==> src/rtl/spi_pkg.sv <==
// spi_pkg: shared types and constants for the SPI slave.
// FSM state type, edge-pattern encodings and the CPOL/CPHA mode encoding.
package spi_pkg;

  // Slave is either waiting for SS to fall or inside a frame
  typedef enum logic {
    IDLE   = 1'b0,
    ACTIVE = 1'b1
  } state_t;

  // {previous, current} synchronised sample patterns
  localparam logic [1:0] EDGE_RISING  = 2'b01;
  localparam logic [1:0] EDGE_FALLING = 2'b10;

  // SPI mode encoded as {CPOL, CPHA}
  localparam logic [1:0] SPI_MODE0 = 2'b00;
  localparam logic [1:0] SPI_MODE1 = 2'b01;
  localparam logic [1:0] SPI_MODE2 = 2'b10;
  localparam logic [1:0] SPI_MODE3 = 2'b11;

  function automatic logic [1:0] spi_mode(input int cpol, input int cpha);
    return {(cpol != 0), (cpha != 0)};
  endfunction

  // Data is sampled on the SCLK rising edge in modes 0 and 3, falling in 1 and 2
  function automatic logic sample_on_rising(input logic [1:0] mode);
    return (mode == SPI_MODE0) || (mode == SPI_MODE3);
  endfunction

endpackage

==> src/rtl/spi_sync_edge.sv <==
// spi_sync_edge: multi-flop synchroniser for an asynchronous input with
// registered one-cycle rising/falling edge pulses.
module spi_sync_edge
  import spi_pkg::*;
#(
  parameter int STAGES = 2
) (
  input  logic CLK,
  input  logic RST,
  input  logic din_i,
  output logic rise_o,
  output logic fall_o
);

  logic [STAGES-1:0] chain_q;
  logic              prev_q;
  logic              rise_q;
  logic              fall_q;

  // Synchronise the input and flag transitions between the last two samples
  always_ff @(posedge CLK) begin
    if (RST) begin
      chain_q <= '0;
      prev_q  <= 1'b0;
      rise_q  <= 1'b0;
      fall_q  <= 1'b0;
    end else begin
      chain_q <= {chain_q[STAGES-2:0], din_i};
      prev_q  <= chain_q[STAGES-1];
      rise_q  <= ({prev_q, chain_q[STAGES-1]} == EDGE_RISING);
      fall_q  <= ({prev_q, chain_q[STAGES-1]} == EDGE_FALLING);
    end
  end

  assign rise_o = rise_q;
  assign fall_o = fall_q;

endmodule

==> src/rtl/spi_slave.sv <==
// spi_slave: oversampled full-duplex SPI slave, any CPOL/CPHA, MSB first,
// with a one-deep handshaked transmit buffer.
// Optional feature macro: SPI_SLAVE_FRAME_ERR_EN adds the frame_error pulse
// reported when SS rises in the middle of a word.
module spi_slave
  import spi_pkg::*;
#(
  parameter int WORD_WIDTH  = 8,
  parameter int CPOL        = 0,
  parameter int CPHA        = 0,
  parameter int SYNC_STAGES = 2
) (
  input  logic                  CLK,
  input  logic                  RST,
  input  logic                  slave_select,
  input  logic                  master_clock,
  input  logic                  mosi,
  output logic                  miso,
  output logic [WORD_WIDTH-1:0] rx_word,
  output logic                  rx_valid,
  input  logic [WORD_WIDTH-1:0] tx_word,
  input  logic                  tx_load,
  output logic                  tx_ready,
  output logic                  busy
`ifdef SPI_SLAVE_FRAME_ERR_EN
  ,
  output logic                  frame_error
`endif
);

  localparam int         CNT_W       = $clog2(WORD_WIDTH);
  localparam logic [1:0] MODE        = spi_mode(CPOL, CPHA);
  localparam logic       SAMPLE_RISE = sample_on_rising(MODE);
  localparam logic       HOLD_FIRST  = MODE[0];
  localparam logic [CNT_W-1:0] LAST_BIT = CNT_W'(WORD_WIDTH - 1);

  logic sclk_rise, sclk_fall, ss_rise, ss_fall;
  logic sample_edge, shift_edge;
  logic [SYNC_STAGES-1:0] mosi_sync_q;

  state_t                state_q, state_d;
  logic [CNT_W-1:0]      cnt_q, cnt_d;
  logic [WORD_WIDTH-1:0] rx_shift_q, rx_shift_d;
  logic [WORD_WIDTH-1:0] tx_shift_q, tx_shift_d;
  logic [WORD_WIDTH-1:0] rx_word_q, rx_word_d;
  logic [WORD_WIDTH-1:0] tx_buf_q, tx_buf_d;
  logic                  reload_q, reload_d;
  logic                  first_q, first_d;
  logic                  rx_valid_q, rx_valid_d;
  logic                  tx_ready_q, tx_ready_d;
  logic                  consume;
  logic [WORD_WIDTH-1:0] tx_fill;
`ifdef SPI_SLAVE_FRAME_ERR_EN
  logic                  frame_err_q, frame_err_d;
`endif

  spi_sync_edge #(.STAGES(SYNC_STAGES)) u_sclk_sync (
    .CLK(CLK), .RST(RST), .din_i(master_clock), .rise_o(sclk_rise), .fall_o(sclk_fall)
  );

  spi_sync_edge #(.STAGES(SYNC_STAGES)) u_ss_sync (
    .CLK(CLK), .RST(RST), .din_i(slave_select), .rise_o(ss_rise), .fall_o(ss_fall)
  );

  // MOSI only needs to be synchronised; its edges carry no meaning
  always_ff @(posedge CLK) begin
    if (RST) mosi_sync_q <= '0;
    else     mosi_sync_q <= {mosi_sync_q[SYNC_STAGES-2:0], mosi};
  end

  assign sample_edge = SAMPLE_RISE ? sclk_rise : sclk_fall;
  assign shift_edge  = SAMPLE_RISE ? sclk_fall : sclk_rise;
  // An empty buffer transmits zeros
  assign tx_fill     = tx_ready_q ? '0 : tx_buf_q;

  // Frame FSM: bit counting, receive/transmit shifting and buffer consumption
  always_comb begin
    state_d    = state_q;
    cnt_d      = cnt_q;
    rx_shift_d = rx_shift_q;
    tx_shift_d = tx_shift_q;
    rx_word_d  = rx_word_q;
    reload_d   = reload_q;
    first_d    = first_q;
    rx_valid_d = 1'b0;
    consume    = 1'b0;
`ifdef SPI_SLAVE_FRAME_ERR_EN
    frame_err_d = 1'b0;
`endif
    case (state_q)
      IDLE: begin
        if (ss_fall) begin
          state_d    = ACTIVE;
          cnt_d      = '0;
          tx_shift_d = tx_fill;
          consume    = 1'b1;
          reload_d   = 1'b0;
          first_d    = 1'b1;
        end
      end
      ACTIVE: begin
        if (ss_rise) begin
          // SS wins over a coincident sample edge; partial words are dropped
          state_d  = IDLE;
          cnt_d    = '0;
          reload_d = 1'b0;
`ifdef SPI_SLAVE_FRAME_ERR_EN
          frame_err_d = (cnt_q != '0);
`endif
        end else if (sample_edge) begin
          rx_shift_d = {rx_shift_q[WORD_WIDTH-2:0], mosi_sync_q[SYNC_STAGES-1]};
          if (cnt_q == LAST_BIT) begin
            rx_word_d  = {rx_shift_q[WORD_WIDTH-2:0], mosi_sync_q[SYNC_STAGES-1]};
            rx_valid_d = 1'b1;
            cnt_d      = '0;
            reload_d   = 1'b1;
          end else begin
            cnt_d = cnt_q + 1'b1;
          end
        end else if (shift_edge) begin
          first_d = 1'b0;
          if (reload_q) begin
            tx_shift_d = tx_fill;
            reload_d   = 1'b0;
            consume    = 1'b1;
          end else if (HOLD_FIRST && first_q) begin
            // CPHA=1: MSB already on MISO since SS fell; keep it for this bit
            tx_shift_d = tx_shift_q;
          end else begin
            tx_shift_d = {tx_shift_q[WORD_WIDTH-2:0], 1'b0};
          end
        end
      end
      default: state_d = IDLE;
    endcase
  end

  // Transmit buffer handshake; a load is only honoured while the buffer is empty
  always_comb begin
    tx_buf_d   = tx_buf_q;
    tx_ready_d = tx_ready_q;
    if (tx_load && tx_ready_q) begin
      tx_buf_d   = tx_word;
      tx_ready_d = 1'b0;
    end else if (consume) begin
      tx_ready_d = 1'b1;
    end
  end

  // State registers
  always_ff @(posedge CLK) begin
    if (RST) begin
      state_q    <= IDLE;
      cnt_q      <= '0;
      rx_shift_q <= '0;
      tx_shift_q <= '0;
      rx_word_q  <= '0;
      tx_buf_q   <= '0;
      reload_q   <= 1'b0;
      first_q    <= 1'b0;
      rx_valid_q <= 1'b0;
      tx_ready_q <= 1'b1;
`ifdef SPI_SLAVE_FRAME_ERR_EN
      frame_err_q <= 1'b0;
`endif
    end else begin
      state_q    <= state_d;
      cnt_q      <= cnt_d;
      rx_shift_q <= rx_shift_d;
      tx_shift_q <= tx_shift_d;
      rx_word_q  <= rx_word_d;
      tx_buf_q   <= tx_buf_d;
      reload_q   <= reload_d;
      first_q    <= first_d;
      rx_valid_q <= rx_valid_d;
      tx_ready_q <= tx_ready_d;
`ifdef SPI_SLAVE_FRAME_ERR_EN
      frame_err_q <= frame_err_d;
`endif
    end
  end

  assign miso     = (state_q == ACTIVE) ? tx_shift_q[WORD_WIDTH-1] : 1'b0;
  assign rx_word  = rx_word_q;
  assign rx_valid = rx_valid_q;
  assign tx_ready = tx_ready_q;
  assign busy     = (state_q == ACTIVE);
`ifdef SPI_SLAVE_FRAME_ERR_EN
  assign frame_error = frame_err_q;
`endif

endmodule
==> config.mk <==
export PLATFORM = sky130hd
export DESIGN_NAME = spi_slave
export DESIGN_NICKNAME = d
export VERILOG_FILES = /design/src/rtl/spi_pkg.sv /design/src/rtl/spi_sync_edge.sv /design/src/rtl/spi_slave.sv
export SDC_FILE = /design/constraint.sdc
export NUM_CORES = 1
export LEC_CHECK = 0
export CORE_ASPECT_RATIO = 1.5
export CORE_MARGIN = 3
export CORE_UTILIZATION = 40
export DETAILED_ROUTE_END_ITERATION = 8
export GPL_ROUTABILITY_DRIVEN = 0
export PLACE_DENSITY_LB_ADDON = 0.25
export SYNTH_ARGS = -nofsm -noshare
export SYNTH_HDL_FRONTEND = slang
export SYNTH_SLANG_ARGS = --single-unit
==> constraint.sdc <==
create_clock -name CLK -period 1.4 [get_ports CLK]
set_input_delay 0.21 -clock CLK [delete_from_list [all_inputs] [get_ports CLK]]
set_output_delay 0.21 -clock CLK [all_outputs]
set_load 0.01 [all_outputs]
Yosys cells after proc, flatten, opt, wreduce, memory -nomap -nowiden
Cells that the tools add are included.

Muxes and demuxes: 30. Bitwise logic cells: 3. Reduce and logical (&&, ||, !) cells: 8. Eq/ne operators: 12. $add $sub $neg: 1.

Operators with widths (count): two-way mux 8 bit (6); case mux 8 bit (2 select lines) (1); two-way mux 1 bit (15); two-way mux 3 bit (4); AND reduction 4 bit (2); case mux 1 bit (2 select lines) (3); case mux 3 bit (2 select lines) (1); AND reduction 3 bit (2); equality test 2 x 1 -> 1 bit (second input constant) (2); equality test 2 bit (second input constant) (2); != test 2 x 1 -> 1 bit (second input constant) (2); != test 2 bit (second input constant) (2); != test 4 x 1 -> 1 bit (second input constant) (1); != test 4 x 3 -> 1 bit (second input constant) (1); OR reduction 4 bit (1); adder 3 x 1 -> 3 bit (second input constant) (1); equality test 3 bit (second input constant) (1); != test 3 x 1 -> 1 bit (second input constant) (1); inverter 1 bit (3); AND reduction 2 bit (1); nonzero test 2 bit (1); logical AND 1 bit (1).

Word-level logic and storage cells: 72. Output and inout port bits: 12. Bits of input ports: 14. Register bits after elaboration: 50.

Depth between registers and ports, before layout
Depth in word-level cells: 7. Gate-level depth with buffers: 6. Mapped depth without buffers: 5.

By module
From an unflattened synthesis, not the netlist that was laid out.

Cells, all modules: 214. Area total of the unflattened synthesis: 1928.1 um2.

Modules (own cells, without submodules): spi_slave (seq. area each 800.8 um2, instances 1, cells each 194, area each 1660.3 um2); spi_sync_edge (seq. area each 100.1 um2, instances 2, cells each 10, area each 133.9 um2).

Worst setup path before layout
Ideal clock, no wire load.

Kind: register to register. Start: reg cnt_q[0]. End: reg rx_word_q[0], in the netlist rx_word[0]. Cell stages (with the launch flop): 7. Path buffers: 1. Library setup time: 0.132 ns. Required time: 1.268 ns. Period minus slack after synthesis: 1.251 ns. Slack: 0.149 ns. Arrival time: 1.119 ns. Cell sequence: dfxtp_1 ha_1 ha_1 and4b_1 buf_2 nand2_1 a21oi_1.

Word-level cells in the longest chain between the ends: 2.

RTL lines: from (decl) (RTL line spi_slave.sv:42) `logic [CNT_W-1:0] cnt_q, cnt_d;`; from (signal assigned) (RTL line spi_slave.sv:168) `cnt_q <= cnt_d;`; equality test 3 bit (RTL line spi_slave.sv:112) `if (cnt_q == LAST_BIT) begin`; AND reduction 4 bit (no line); to (signal assigned) (RTL line spi_slave.sv:171) `rx_word_q <= rx_word_d;`; to (decl) (RTL line spi_slave.sv:45) `logic [WORD_WIDTH-1:0] rx_word_q, rx_word_d;`.

No other way between the ends. A chain may end at the register's enable or synchronous reset.

Worst setup path in the final report
Start: reg rx_valid_q, in the netlist rx_valid. End: out rx_valid.

RTL lines: from (decl) (RTL line spi_slave.sv:49) `logic rx_valid_q, rx_valid_d;`; from (signal assigned) (RTL line spi_slave.sv:175) `rx_valid_q <= rx_valid_d;`; to (decl) (RTL line spi_slave.sv:20) `output logic rx_valid,`.

No word-level cell between the ends.

==> summary.md <==
| Metric | Value |
|---|---|
| Avg Cell Area, Syn | `8.874 um^2` |
| Top delay family on crit path | `buffers and inverters` |
| Flip-flop and latch area | `between 1000 and 1500 um^2` |
| Worst Setup End Kind | `output port` |
| Die Wd | `approximately 63 um` |
| Clock Path Buffers | `2` |
| Crit path buf inv count | `1` |
| Static Leak | `a little over 1 nW` |
| Fin nets | `258` |
| DR vias | `1481` |
| CTS root buf | `clkbuf_8` |
| Status | `finished clean` |
| Total Routed Length | `~3.6 mm` |
| Die area | `between 5000 and 6000 um^2` |
| Worst hold start | `u_ss_sync.prev_q$_SDFF_PP0_` |
| Chip Height | `between 90 and 100 um` |
| Crit-path cells | `clkdlybuf4s50_1` |
| I/O pins | `26` |
| IO Port Bufs | `25` |
| Vias per cell | `4.840` |
| Tightest Pin Transition | `0.4757 ns` |
| Max-Cap Viols | `0` |
| WS Path Type | `reg -> out` |
| Area occupied by multi-input gates | `838.3 um^2` |
| Distinct cells, synth | `31` |
| Final HPWL from detailed placement | `2.463 mm` |
| Largest net degree at the start of global routing | `39` |
| Tcrit/Tclk final | `95.71%` |
| Crit Path Max Fanout | `1` |
| Post-synthesis xor/xnor area fraction | `0%` |
| CTS sink count | `50` |
| Setup-failing EPs final | `0` |
| Slew HR | `68.28%` |
| RSZ-0062 raised after global routing | `false` |
| CP peak stage delay | `between 0.5 and 0.6 ns` |
| Share of layout cells above drive strength 1 | `9.917%` |
| DRT iter0 DRCs | `83` |
| WL/cell | `11.76 um` |
| Antenna violations before repair | `0` |
| Critical R2R Launch | `cnt_q[0]$_SDFFE_PP0P_` |
| Final setup margin | `0.06003 ns` |
| # rows | `30` |
| Core area | `4579 um^2` |
| Mapped Cells | `216` |
| Mapped Area | `between 1500 and 2000 um^2` |
| VDD IR max | `0.0007116 V` |
| Pwr Density | `roughly 1000 nW/um^2` |
| Post-synthesis adder-cell area fraction | `1.305%` |
| Vias in the first global route | `1454` |
| Mux cell area share after synthesis | `under 10%` |
| Global-route wire length before repair | `6.251 mm` |
| Critical Path AT | `1.13 ns` |
| Worst-path clk slew | `roughly 0.08 ns` |
| Starting density of the core | `41.86%` |
| Filler cell count | `488` |
| Drc violations | `0` |
| Drt first pass iters | `4` |
| Seq/Total Area, Yosys | `52.22%` |
| Simple-Gate Fraction of Synth Area | `23.50%` |
| Synth-to-Final Area Change | `22.06%` |
| Placement Setup Slack | `-0.03103 ns` |
| N_diodes | `0` |
| Flops & latches, synth | `50` |
| GRT overflow | `0` |
| Achievable frequency | `0.7463 GHz` |
| Worst Skew | `a little under 0.006 ns` |
| Startpoint Class | `flop` |
| Total power | `2.397 mW` |
| H-tree depth | `2` |
| Crit path from | `rx_valid$_SDFF_PP0_` |
| CTS tree | `yes` |
| Largest family of logic cells by synthesized area | `simple AND/OR/NAND/NOR gates` |
| Num CTS Buffers | `5` |
| Synth warn | `0` |
| Min cycle time layout | `1.340 ns` |
| Clock latency at the later pin of the worst-skew pair | `0.30 ns` |
| Routed Antenna Nets | `0` |
| # hold bufs at CTS | `0` |
| Critical-path top delay cell | `clkdlybuf4s50_1` |
| Syn Nets | `between 200 and 250` |
| GRT Resource Usage Total | `~14%` |
| Final hold violations | `0` |
| Synth Area in Compound Gates | `14.75%` |
| Min-delay worst type | `reg -> reg` |
| Worst Path Required | `between 1 and 1.5 ns` |
| Slew Viols, Final | `0` |
## registers in the layout (all words and copies together), names as in the netlist, 2 cells and up
| name | flops |
|---|---|
| rx_shift_q | 7 |
| tx_buf_q | 8 |
| cnt_q | 3 |
| rx_word | 8 |
| tx_shift_q | 8 |
| u_sclk_sync.chain_q | 2 |
| u_ss_sync.chain_q | 2 |
| mosi_sync_q | 2 |
## worst reg2reg max path: stages (launching register included)
cell	delay, ns
dfxtp_2	0.34
ha_1	0.15
ha_2	0.19
and4b_2	0.33
nand2_1	0.09
a21oi_2	0.12
## synthesized netlist by cell type
cell type | number | share of area (%)
o211a_1 | 1 | 0.52
o2111ai_1 | 1 | 0.46
a21oi_1 | 34 | 8.9
and3b_1 | 1 | 0.46
or3_1 | 1 | 0.33
o31ai_1 | 7 | 2.7
or2_1 | 1 | 0.33
nand2_1 | 50 | 9.8
nand3_1 | 2 | 0.52
inv_1 | 1 | 0.20
clkbuf_2 | 1 | 0.26
clkbuf_1 | 5 | 0.98
ha_1 | 2 | 1.3
mux2i_1 | 7 | 3.7
o21ai_0 | 5 | 1.3
nand3b_2 | 1 | 0.59
and2_1 | 2 | 0.65
dfxtp_1 | 50 | 52
buf_6 | 2 | 1.2
nand4b_1 | 1 | 0.46
nor4bb_1 | 1 | 0.52
nor2b_1 | 20 | 6.5
buf_1 | 2 | 0.39
nand2b_1 | 2 | 0.65
o21ai_2 | 1 | 0.46
buf_2 | 3 | 0.78
nor2_1 | 5 | 0.98
a21o_1 | 1 | 0.39
and4b_1 | 1 | 0.52
nor3b_1 | 3 | 1.2
buf_4 | 2 | 0.78
## cell type report
type	instances	share of cell area (%)
Clock buffer	5	2.941
Tap cell	64	3.422
Inverter	1	0.1604
Sequential cell	50	42.89
Clock inverter	2	0.4278
Multi-Input combinational cell	150	35.83
Timing Repair Buffer	34	14.33
## metal layers
metal	part of all wire, %	GRT usage (%)	wire, um	vias to the layer above
met5	0	0	0	-
met4	1.8	8.103	65	0
met3	3.9	4.359	139	6
met2	50	23.51	1811	27
met1	44	14.74	1583	677
li1	-	-	-	771
## stage by stage
step	std cells	hold WS [ns]	setup TNS, ns	utilization (%)	instance area, um^2
floorplan	216	0.2891	0	-	1917
global placement	298	0.3885	-0.01072	48.83	2236
detailed placement	298	0.3935	-0.1910	48.83	2236
CTS	306	0.4155	0	50.60	2317
global route	306	0.4182	0	51.09	2340
finish	306	0.4102	0	51.09	2340
## timing repair
item / in CTS / in global routing
resized for setup: 8 / 9
setup endpoints to repair: 14 / 16
pin swaps: 1 / 1
setup buffers: 1 / 0
## logic make-up after synthesis
family | count (synthesis)
adders and majority gates | 2
buffers and inverters | 16
and+or+nand+nor | 91
AOI/OAI and AO/OA | 50
muxes | 7
DFF | 50
## worst paths after layout
check        slack [ns]                     endpoint  depth (start not counted)
max                0.06                     rx_valid                          1
min                0.41  u_ss_sync.rise_o$_SDFF_PP0_                          1
max reg2reg        0.12      rx_word[1]$_SDFFE_PP0P_                          5
min reg2reg        0.41  u_ss_sync.rise_o$_SDFF_PP0_                          1
## cells in the final DEF (no fill, tap or decap), types with 6 or more instances in the layout
cell type,count
nand2_1,50
dfxtp_1,48
a21oi_1,33
nor2b_1,20
clkdlybuf4s50_1,14
buf_4,8
mux2i_1,7
o31ai_1,7
dlygate4sd2_1,6
## power breakdown
group	leakage [nW]	internal [mW]	switching, mW
combinational	0.570	0.0813	0.0754
sequential	0.407	1.45	0.0142
clock	0.0438	0.336	0.436
total	1.02	1.87	0.526
No activity file was read; power rests on OpenSTA's default activity.
